[config.mk]
export PLATFORM = sky130hd
export DESIGN_NAME = exe_stage
export DESIGN_NICKNAME = d
export VERILOG_FILES = /design/src/rtl/exe_stage.sv
export SDC_FILE = /design/constraint.sdc
export NUM_CORES = 1
export LEC_CHECK = 0
export BUFFER_PORTS_ARGS = -buffer_cell sky130_fd_sc_hd__buf_2
export CORE_MARGIN = 2
export CORE_UTILIZATION = 38
export DETAILED_ROUTE_END_ITERATION = 10
export PLACE_DENSITY = 0.56
export SLEW_MARGIN = 40
export SYNTH_ARGS = -nofsm -noshare
export SYNTH_HDL_FRONTEND = slang
export SYNTH_SLANG_ARGS = --single-unit
[constraint.sdc]
create_clock -name CLK -period 10.1 [get_ports CLK]
set_input_delay 1.515 -clock CLK [delete_from_list [all_inputs] [get_ports CLK]]
set_output_delay 1.515 -clock CLK [all_outputs]
set_load 0.05 [all_outputs]
[src/rtl/exe_stage.sv]
// Execute stage: Val2 shifter, ALU with NZCV flags, branch target adder and
// the EXE/MEM pipeline register plus the status register.
module exe_stage (
  input  logic        CLK,
  input  logic        RST,
  input  logic        MEM_Stall,
  input  logic        WB_EN_In,
  input  logic        MEM_R_EN_In,
  input  logic        MEM_W_EN_In,
  input  logic        B_In,
  input  logic        S_In,
  input  logic        imm_In,
  input  logic [3:0]  EXE_CMD_In,
  input  logic [31:0] PC_In,
  input  logic [31:0] Val_Rn_In,
  input  logic [31:0] Val_Rm_In,
  input  logic [11:0] Shift_operand_In,
  input  logic [23:0] Signed_imm_24_In,
  input  logic [3:0]  Dest_In,
  output logic [31:0] Br_Addr,
  output logic        Br_Taken,
  output logic        WB_EN_Out,
  output logic        MEM_R_EN_Out,
  output logic        MEM_W_EN_Out,
  output logic [31:0] ALU_Res_Out,
  output logic [31:0] Val_Rm_Out,
  output logic [3:0]  Dest_Out,
  output logic [3:0]  SR_Out
);

  localparam logic [3:0] CMD_MOV = 4'b0001;
  localparam logic [3:0] CMD_MVN = 4'b1001;
  localparam logic [3:0] CMD_ADD = 4'b0010;
  localparam logic [3:0] CMD_ADC = 4'b0011;
  localparam logic [3:0] CMD_SUB = 4'b0100;
  localparam logic [3:0] CMD_SBC = 4'b0101;
  localparam logic [3:0] CMD_AND = 4'b0110;
  localparam logic [3:0] CMD_ORR = 4'b0111;
  localparam logic [3:0] CMD_EOR = 4'b1000;

  logic        wb_en_q, wb_en_d;
  logic        mem_r_en_q, mem_r_en_d;
  logic        mem_w_en_q, mem_w_en_d;
  logic [31:0] alu_res_q, alu_res_d;
  logic [31:0] val_rm_q, val_rm_d;
  logic [3:0]  dest_q, dest_d;
  logic [3:0]  sr_q, sr_d;

  logic [31:0] val2;
  logic [31:0] imm32;
  logic [4:0]  rot_amt;
  logic [4:0]  sh_amt;
  logic [63:0] rot_imm64;
  logic [63:0] rot_rm64;

  // Rotations use a doubled word so an amount of 0 falls out naturally.
  always_comb begin
    imm32     = {24'b0, Shift_operand_In[7:0]};
    rot_amt   = {Shift_operand_In[11:8], 1'b0};
    sh_amt    = Shift_operand_In[11:7];
    rot_imm64 = {imm32, imm32} >> rot_amt;
    rot_rm64  = {Val_Rm_In, Val_Rm_In} >> sh_amt;
    val2      = 32'b0;
    if (imm_In) begin
      val2 = rot_imm64[31:0];
    end else if (MEM_R_EN_In || MEM_W_EN_In) begin
      val2 = {20'b0, Shift_operand_In};
    end else begin
      case (Shift_operand_In[6:5])
        2'b00:   val2 = Val_Rm_In << sh_amt;
        2'b01:   val2 = Val_Rm_In >> sh_amt;
        2'b10:   val2 = $signed(Val_Rm_In) >>> sh_amt;
        default: val2 = rot_rm64[31:0];
      endcase
    end
  end

  logic [32:0] arith;
  logic [31:0] res;
  logic        c_new, v_new;

  always_comb begin
    arith = 33'b0;
    res   = 32'b0;
    c_new = sr_q[1];
    v_new = sr_q[0];
    case (EXE_CMD_In)
      CMD_MOV: res = val2;
      CMD_MVN: res = ~val2;
      CMD_ADD, CMD_ADC: begin
        arith = {1'b0, Val_Rn_In} + {1'b0, val2};
        if (EXE_CMD_In == CMD_ADC) arith = arith + {32'b0, sr_q[1]};
        res   = arith[31:0];
        c_new = arith[32];
        v_new = (Val_Rn_In[31] == val2[31]) && (res[31] != Val_Rn_In[31]);
      end
      CMD_SUB, CMD_SBC: begin
        arith = {1'b0, Val_Rn_In} - {1'b0, val2};
        if (EXE_CMD_In == CMD_SBC) arith = arith - {32'b0, ~sr_q[1]};
        res   = arith[31:0];
        c_new = ~arith[32];
        v_new = (Val_Rn_In[31] != val2[31]) && (res[31] != Val_Rn_In[31]);
      end
      CMD_AND: res = Val_Rn_In & val2;
      CMD_ORR: res = Val_Rn_In | val2;
      CMD_EOR: res = Val_Rn_In ^ val2;
      default: res = 32'b0;
    endcase
  end

  assign Br_Addr  = PC_In + {{6{Signed_imm_24_In[23]}}, Signed_imm_24_In, 2'b00};
  assign Br_Taken = B_In;

  always_comb begin
    wb_en_d    = wb_en_q;
    mem_r_en_d = mem_r_en_q;
    mem_w_en_d = mem_w_en_q;
    alu_res_d  = alu_res_q;
    val_rm_d   = val_rm_q;
    dest_d     = dest_q;
    sr_d       = sr_q;
    if (!MEM_Stall) begin
      wb_en_d    = WB_EN_In;
      mem_r_en_d = MEM_R_EN_In;
      mem_w_en_d = MEM_W_EN_In;
      alu_res_d  = res;
      val_rm_d   = Val_Rm_In;
      dest_d     = Dest_In;
      if (S_In && !B_In) sr_d = {res[31], (res == 32'b0), c_new, v_new};
    end
  end

  always_ff @(posedge CLK) begin
    if (RST) begin
      wb_en_q    <= 1'b0;
      mem_r_en_q <= 1'b0;
      mem_w_en_q <= 1'b0;
      alu_res_q  <= 32'b0;
      val_rm_q   <= 32'b0;
      dest_q     <= 4'b0;
      sr_q       <= 4'b0;
    end else begin
      wb_en_q    <= wb_en_d;
      mem_r_en_q <= mem_r_en_d;
      mem_w_en_q <= mem_w_en_d;
      alu_res_q  <= alu_res_d;
      val_rm_q   <= val_rm_d;
      dest_q     <= dest_d;
      sr_q       <= sr_d;
    end
  end

  assign WB_EN_Out    = wb_en_q;
  assign MEM_R_EN_Out = mem_r_en_q;
  assign MEM_W_EN_Out = mem_w_en_q;
  assign ALU_Res_Out  = alu_res_q;
  assign Val_Rm_Out   = val_rm_q;
  assign Dest_Out     = dest_q;
  assign SR_Out       = sr_q;

endmodule

# Word-level counts from Yosys, hierarchy flattened
# Cells that the tools add are included.
[classes] add_sub_neg=5 n_eq_ne=15 shifts=5 n_mux=10 n_bitwise=7 n_reduce_logical=12
[ops] operator="$pmux 32 s7" count=1
[ops] operator="$mux 33" count=4
[ops] operator="$pmux 32 s3" count=1
[ops] operator="$mux 32" count=2
[ops] operator="$shr 64x5->32" count=1
[ops] operator="$shr 40x5->32" count=1
[ops] operator="$add 32x32->33" count=1
[ops] operator="$add 33x1->33" count=1
[ops] operator="$sub 32x32->33" count=1
[ops] operator="$sub 33x1->33" count=1
[ops] operator="$add 32x32->32" count=1
[ops] operator="$and 32x32->32" count=1
[ops] operator="$logic_not 32->1" count=1
[ops] operator="$not 32->32" count=1
[ops] operator="$or 32x32->32" count=1
[ops] operator="$shl 32x5->32" count=1
[ops] operator="$shr 32x5->32" count=1
[ops] operator="$sshr 32x5->32" count=1
[ops] operator="$xor 32x32->32" count=1
[ops] operator="$eq 4x3->1 const B" count=4
[ops] operator="$eq 4x2->1 const B" count=2
[ops] operator="$eq 4x4->1 const B" count=2
[ops] operator="$eq 4x1->1 const B" count=1
[ops] operator="$pmux 1 s2" count=2
[ops] operator="other kinds (13)" count=20
[totals] register_bits=75 input_bits=149 output_inout_bits=108

# Longest topological paths before layout
# Gate-level depths: netlist (run 1).
[logic_depth] ltp_word=11 depth_mapped=29 ltp_nobuf=23

# Worst setup path after synthesis (run 1)
# Ideal clock, no wire load.
[synth_timing] path_kind="input port to flip-flop" start="input Shift_operand_In[7]" end="register sr_q[2] (netlist: SR_Out[2])" arrival_ns=8.505 setup_slack_ns=1.499 path_stages=26 cell_sequence="buf_4 > buf_4 > buf_4 > buf_2 > mux4_2 > mux4_2 > a21oi_1 > o22ai_1 > o211ai_1 > inv_1 > ha_1 > fa_1 > a21o_1 > a21oi_2 > xnor2_1 > and3_1 > buf_6 > xor2_1 > a221o_1 > or4_1 > or4_1 > or4_1 > or4b_1 > nor4_1 > nand4_1 > o41ai_2"
[synth_via] elab_chain_cells=10
[synth_lines] element="start: declaration" line="17" source="input logic [11:0] Shift_operand_In,"
[synth_lines] element="$shr 64x5->32 (tied with other cells)" line="62" source="rot_rm64 = {Val_Rm_In, Val_Rm_In} >> sh_amt;"
[synth_lines] element="$pmux 32 s3" line="69" source="case (Shift_operand_In[6:5])"
[synth_lines] element="$mux 32" line="66" source="end else if (MEM_R_EN_In || MEM_W_EN_In) begin"
[synth_lines] element="$mux 32 (*)" line="64" source="if (imm_In) begin"
[synth_lines] element="$sub 32x32->33 or $add 32x32->33 (tied branches)" line="98, 91"
[synth_lines] element="$sub 33x1->33 or $add 33x1->33 (tied branches)" line="99, 92"
[synth_lines] element="$mux 33 (on tied branches)" line="99, 92"
[synth_lines] element="$mux 33" line="87" source="case (EXE_CMD_In)"
[synth_lines] element="$pmux 32 s7 (*)" line="87"
[synth_lines] element="$logic_not 32->1 (*)" line="129" source="if (S_In && !B_In) sr_d = {res[31], (res == 32'b0), c_new, v_new};"
[synth_lines] element="end signal: assignment" line="149" source="sr_q <= sr_d;"
[synth_lines] element="end: declaration" line="47" source="logic [3:0] sr_q, sr_d;"
# Mark *: on every way between the ends. The rest lies on a longest branch, timed or not. The select of a mux whose other input is x is not followed.
# A chain may end at the register's enable or synchronous reset.

# Final worst setup path (run 1)
[layout_timing] start="input Shift_operand_In[8]" end="register sr_q[2] (netlist: SR_Out[2])"
# The elaborated chain is that of the path after synthesis.

==> metrics.md, run 1 <==
| Metric | Value |
|---|---|
| Layout Skew | `21.6 ps` |
| N_diodes | `0` |
| Required @ worst endpoint | `between 10000 and 15000 ps` |
| Clock power frac | `0.171` |
| Critical Path Sink Type | `register` |
| Max Cap Violations | `0` |
| Hold Vio Cnt, Final | `0` |
| Number of I/O pins | `257` |
| Mapped Cells | `2399` |
| Netlist cell types | `84` |
| Clock latency on the worst-skew pair | `approximately 400 ps` |
| Vias post-DR | `20402` |
| Placement Setup Slack | `757 ps` |
| CP max-delay cell | `a2111oi_0` |
| Top post-synthesis cells by area | `ha_1 (9.4%), dfxtp_1 (8.7%), mux4_2 (7.3%)` |
| Leakage | `8.36 nW` |
| Simple-Gate Fraction of Synth Area | `0.232` |
| Largest fanout on the critical path | `47` |
| Post-Route WL | `80.1 mm` |
| Comb power frac | `0.674` |
| Sequential power share | `0.155` |
| TritonCTS clock tree | `yes` |
| Post-synthesis register bit count | `75` |
| Root buffer cell | `clkbuf_16` |
| Final ANT Viol Nets | `0` |
| Initial core utilization | `0.387` |
| Crit path cell chain | `buf_2, buf_4, mux4_2, mux2i_1, nand2_1, and3_1, a2111oi_0, o21ai_1, inv_1, ha_1, a21oi_1, o21ai_0, o21ai_0, o21bai_1, xor2_1, nand3_1, nor4_1, buf_4, nand4_1, nor4_1, xnor2_1, o221ai_1, or4_1, o41ai_2` |
| WHS | `between 400 and 500 ps` |
| Setup ws final | `908 ps` |
| Die height | `217 µm` |
| First-pass GRT wire length | `120 mm` |
| Vias in the first global route | `19504` |
| Synth Area in XOR/XNOR | `0.0662` |
| CTS hold repair buffers | `0` |
| DP HPWL | `63.1 mm` |
| Post-synthesis mux area share | `0.156` |
| 1st-iter DRT viols | `2118` |
| Reg clk slew, reported paths | `70 ps` |
| CTS Sinks | `75` |
| Die area | `47000 µm²` |
| Yosys top cell by area | `ha_1` |
| Layout overhead on the synthesized area | `13.5%` |
| Critical path type | `input port to register` |
| Internal Power | `0.000962 W` |
| Deepest clock path buffer count | `2` |
| First drt pass iteration count | `8` |
| Fillers | `4565` |
| Worst slew pin tran | `~850 ps` |
| Final setup fails | `0` |
| Final TNS setup | `0 ps` |
| Ys async rst share | `0` |
| EDFF count, synth | `0` |
| Wire per inst | `between 20 and 30 µm` |
| Mapped Nets | `around 2700` |
| Initial antenna violation count | `0` |
| IO Port Bufs | `252` |
| Yosys warns | `0` |
| Reg area | `between 1500 and 2000 µm²` |
| Slew margin rel. | `0.431` |
| Crit path time final | `slightly above 9000 ps` |
| Sw frac | `0.542` |
| Pins Over Slew Limit | `0` |
| Area of the multi-input gates | `around 15000 µm²` |
| Fraction of layout cells with a size suffix above 1 | `0.185` |
| # H-tree levels | `3` |
| Top-area cell type share of the netlist area | `0.0938` |
| CTS resizes | `0` |
| Residual DRC | `0` |
| Outcome | `finished clean` |
| Largest family of logic cells by synthesized area | `compound AO/OA/AOI/OAI gates` |
| Crit path largest cell delay | `about 660 ps` |
| Placer Congestion | `0.988` |
| Adder-cell share of the synthesized area | `0.0973` |
| Synth Cell Area | `17200 µm²` |
| Period utilization | `0.910` |
| FP Rows | `77` |
| Worst hold path class | `register to register` |
| Switching pwr | `0.00114 W` |
| Nets | `2860` |
| Die Wd | `217 µm` |
| Syn avg cell area | `~7.2 µm²` |
| Dpl cell area | `19200 µm²` |
| Final design area excluding fillers | `19500 µm²` |
| Vias per inst | `6.42` |
| Sequential area share after synthesis | `0.0873` |
| Num CTS Buffers | `9` |
| Synth Area in Compound Gates | `0.293` |
| Unrepaired setup endpoints after global routing | `no` |
| Core area | `44400 µm²` |
| Setup bufs post-CTS | `0` |
| Pwr per Cell Area | `108 nW/µm²` |
| GRT Residual Overflow | `0` |
| VDD IR-drop max | `0.120 mV` |
| Fmax | `109 MHz` |
| Synth Flop Type | `dfxtp_1` |
| Crit start category | `input port` |
| Pin count of the biggest net entering global routing | `71` |
| Total global-route track usage | `0.329` |
| WP data arrival | `between 9000 and 10000 ps` |
[synth_stat cells (26+ instances only)]
cell type  count
nand2_1      194
nand4_1       26
mux2_2        30
ha_1         129
nand3_1       56
a221oi_1      31
mux2i_1      109
nor2_1       285
inv_1        120
a211oi_1      39
a21oi_1      173
a31oi_1       30
dfxtp_1       75
a21o_1        31
nor3_1        58
clkbuf_1     106
o211ai_1      33
nor2b_1       31
xnor2_1       94
o21ai_0      136
mux4_2        56
xor2_1        36
buf_1         34
[critical path: cells and delay by family]
| kind | cells | cell delay [ps] |
|---|---|---|
| AO/OA/AOI/OAI | 8 | 2540 |
| XOR/XNOR | 2 | 510 |
| adder cells (fa/ha/maj) | 1 | 350 |
| buffers and inverters | 4 | 1220 |
| multiplexers | 2 | 1010 |
| AND/OR/NAND/NOR | 7 | 2280 |
[metrics by stage]
| stage | total power, W | std cells | util |
|---|---|---|---|
| after floorplan | 0.00129 | 2399 | - |
| after global placement | 0.00170 | 3157 | 0.431 |
| after detailed placement | 0.00170 | 3159 | 0.432 |
| after CTS | 0.00207 | 3175 | 0.439 |
| after global routing | 0.00221 | 3176 | 0.440 |
| final | 0.00210 | 3176 | 0.440 |
[cell usage in the layout (no fill, tap or decap), drive strengths merged, types with 14 or more instances in the layout]
master and n:
a221oi 31, a211oi 39, o21a 22, a311oi 15, nand4 26, xor2 36, o22ai 22, o221ai 14
and3 23, mux2 30, a21o 31, or2 17, inv 127, and2 19, mux4 56, o21ai 141
a31oi 30, dfxtp 75, or3 19, nand2b 25, nor2 285, nor4 24, o31ai 22, nor3 58
buf 336, nand3 56, ha 129, a21oi 174, nand2 194, xnor2 94, mux2i 109, nor2b 31
a221o 14, o211ai 33
[path summary, 6_finish.rpt]
kind / startpoint / slack [ps] / cells after the start / endpoint
hold / removal: ALU_Res_Out[21] / 460 / 2 / ALU_Res_Out[21]
setup / recovery: Shift_operand_In[8] / 910 / 24 / SR_Out[2]
hold reg to reg: ALU_Res_Out[21] / 460 / 2 / ALU_Res_Out[21]
setup reg to reg: SR_Out[1] / 5160 / 14 / SR_Out[2]
[cells by family after synthesis]
group | after synthesis
AO/OA/AOI/OAI | 741
XOR/XNOR | 130
adder cells (fa/ha/maj) | 132
flip-flops | 75
multiplexers | 195
AND/OR/NAND/NOR | 834
buffers and inverters | 292
[state kept, by name, summed over array words and instances, names as in the netlist]
| register | flops |
|---|---|
| Val_Rm_Out | 32 |
| SR_Out | 4 |
| ALU_Res_Out | 32 |
| MEM_R_EN_Out | 1 |
| WB_EN_Out | 1 |
| Dest_Out | 4 |
| MEM_W_EN_Out | 1 |
[layout make-up]
class,count,share of cell area
multi-input cells,2032,0.747
repair buffers,336,0.0991
flip-flops and latches,75,0.0769
well taps,592,0.0379
inverters,125,0.0240
clock buffers,9,0.0115
clock inverters,7,0.00391
[power by group through the flow]
stage	Combinational [W]	Clock (W)	Sequential, W
floorplan	0.000897	0	0.000396
global placement	0.00137	0	0.000331
detailed placement	0.00137	0	0.000332
CTS	0.00138	0.000369	0.000325
global route	0.00150	0.000379	0.000327
finish	0.00141	0.000360	0.000325
[routing by layer]
layer / GRT usage / up-vias / part of all wire
met5: 0 / - / 0
met4: 0.182 / 0 / 0.060
met3: 0.0563 / 246 / 0.086
met2: 0.534 / 1120 / 0.45
met1: 0.414 / 9738 / 0.40
li1: - / 9298 / -
Power figures use the tool's default switching activity.
==> inputs of run 2 (changes only) <==
--- a/config.mk
+++ b/config.mk
@@ -9,7 +9,7 @@
 export CORE_MARGIN = 2
 export CORE_UTILIZATION = 38
 export DETAILED_ROUTE_END_ITERATION = 10
-export PLACE_DENSITY = 0.56
+export PLACE_DENSITY = 0.58
 export SLEW_MARGIN = 40
 export SYNTH_ARGS = -nofsm -noshare
 export SYNTH_HDL_FRONTEND = slang
==> constraint.sdc (replaced) <==
create_clock -name CLK -period 8.35 [get_ports CLK]
set_input_delay 1.2525 -clock CLK [delete_from_list [all_inputs] [get_ports CLK]]
set_output_delay 1.2525 -clock CLK [all_outputs]
set_load 0.05 [all_outputs]
==> metrics.md, run 2 (synthesis results as in run 1) <==
| Metric | Value |
|---|---|
| Worst hold path class | `register to register` |
| DP HPWL | `64.6 mm (+2.5%)` |
| Pwr per Cell Area | `128 nW/µm² (+19%)` |
| TritonCTS clock tree | `yes` |
| Layout overhead on the synthesized area | `22.6%` |
| Final TNS setup | `0 ps (unchanged)` |
| IO Port Bufs | `252 (unchanged)` |
| Crit path top cell by count | `buf_4` |
| Wire per inst | `24.2 µm (-4.1%)` |
| Pin count of the biggest net entering global routing | `67 (-5.6%)` |
| Max Cap Violations | `0 (unchanged)` |
| Reg clk slew, reported paths | `70 ps (about the same)` |
| First-pass GRT wire length | `123 mm (+2.6%)` |
| Num CTS Buffers | `9 (unchanged)` |
| Die Wd | `217 µm (unchanged)` |
| # H-tree levels | `3 (unchanged)` |
| Crit start category | `input port` |
| Residual DRC | `0 (unchanged)` |
| Placer Congestion | `1.04 (+5.3%)` |
| CP delay by family, top | `compound AO/OA/AOI/OAI gates` |
| Nets | `3049 (+6.6%)` |
| Die height | `217 µm (unchanged)` |
| Commonest non-fill, non-tap cell in the layout | `nor2_1` |
| Core area | `44400 µm² (unchanged)` |
| GRT Residual Overflow | `0 (unchanged)` |
| Die area | `47000 µm² (unchanged)` |
| Final core utilization | `0.475 (+0.0353)` |
| Largest fanout on the critical path | `41 (-13%)` |
| Required @ worst endpoint | `8640 ps (-1750 ps)` |
| Vias per inst | `6.28 (-2.2%)` |
| Crit path largest cell delay | `610 ps (-50 ps)` |
| First drt pass iteration count | `6 (-2)` |
| Vias in the first global route | `20336 (+4.3%)` |
| Layout Skew | `23.6 ps (+1.96 ps)` |
| Final setup fails | `0 (unchanged)` |
| Root buffer cell | `clkbuf_16` |
| Hold Vio Cnt, Final | `0 (unchanged)` |
| Fraction of layout cells with a size suffix above 1 | `0.242 (+0.0574)` |
| Crit path time final | `8080 ps` |
| Number of I/O pins | `257 (unchanged)` |
| Clock latency on the worst-skew pair | `390 ps (about the same)` |
| Initial antenna violation count | `1 (+1)` |
| Period utilization | `0.968` |
| 1st-iter DRT viols | `2441 (+15%)` |
| Most frequent cells in the layout | `nor2_1 (283), buf_4 (263), buf_2 (249), nand2_1 (194), a21oi_1 (173)` |
| Outcome | `finished clean` |
| Fmax | `about 120 MHz` |
| CP max-delay cell | `or4_1` |
| Deepest clock path buffer count | `2 (unchanged)` |
| Non-Filler Instances | `3366 (+6.0%)` |
| Final ANT Viol Nets | `0 (unchanged)` |
| Critical Path Sink Type | `register` |
| Pins Over Slew Limit | `0 (unchanged)` |
| CTS Sinks | `75 (unchanged)` |
| Initial core utilization | `0.387 (unchanged)` |
| Vias post-DR | `21154 (+3.7%)` |
| WP data arrival | `8370 ps (-1110 ps)` |
| Worst path bufs/invs | `7 (+3)` |
| WHS | `463 ps (+2.69 ps)` |
| Leakage | `9.30 nW (+11%)` |
| Total global-route track usage | `0.337 (+0.00772)` |
| FP Rows | `77 (unchanged)` |
| Placed cell count | `3346 (+5.9%)` |
| VDD IR-drop max | `0.124 mV (+3.5%)` |
| Slew margin rel. | `0.400 (-0.0311)` |
| Worst slew pin tran | `892 ps (+44.2 ps)` |
| Post-Route WL | `81.4 mm (+1.6%)` |
| Critical path type | `input port to register` |
## run 2: layer usage
metal,wire (µm),global-route usage,up-vias
li1,-,-,9688
met1,33400,0.430,10119
met4,5220,0.190,0
met3,6570,0.0553,234
met2,36200,0.539,1113
met5,0,0,-
## run 2: worst register-to-register path: stages, from the launching register on
cell and delay, ps:
dfxtp_1 460, inv_1 180, ha_1 300, ha_1 240, and2_1 200, a2111oi_0 570
o311a_1 320, nand4_1 130, or4_1 570, or4_1 510, or4b_1 610, nor4_2 300
buf_4 160, nand4_1 120, o41ai_2 290
## run 2: metrics by stage
stage | power, W | setup slack, ps | cell area, µm²
after floorplan | 0.00156 | 11.3 | 17200
after global placement | 0.00222 | 11.7 | 20700
after detailed placement | 0.00223 | -137 | 20700
after CTS | 0.00266 | 235 | 21000
after global routing | 0.00285 | -15.8 | 21100
final | 0.00270 | 271 | 21100
## run 2: layout make-up
class	instances	area, µm²
multi-input cells	2032	14600
repair buffers	525	3490
inverters	125	469
well taps	592	741
clock inverters	7	63.8
flip-flops and latches	75	1500
clock buffers	9	225
diodes	1	2.50
fillers	4559	23300
## run 2: worst paths after layout
path                                         to  cells past startpoint                 from  slack, ps
worst max-delay path                  SR_Out[2]                     27  Shift_operand_In[7]        270
worst min-delay path            ALU_Res_Out[21]                      2      ALU_Res_Out[21]        460
worst max register to register        SR_Out[2]                     14            SR_Out[1]       3290
worst min register to register  ALU_Res_Out[21]                      2      ALU_Res_Out[21]        460
## run 2: where the power goes
part	leakage (nW)	total, W	switching, W	internal, W
clock network	0.137	0.000425	0.000216	0.000209
logic	8.55	0.00189	0.00118	0.000711
registers	0.617	0.000392	0.0000113	0.000381
## run 2: repair_timing
action / CTS / global route
gates resized for setup: 0 / 9
setup buffers: 0 / 1
setup endpoints to repair: 0 / 1
hold buffers: 0 / 0
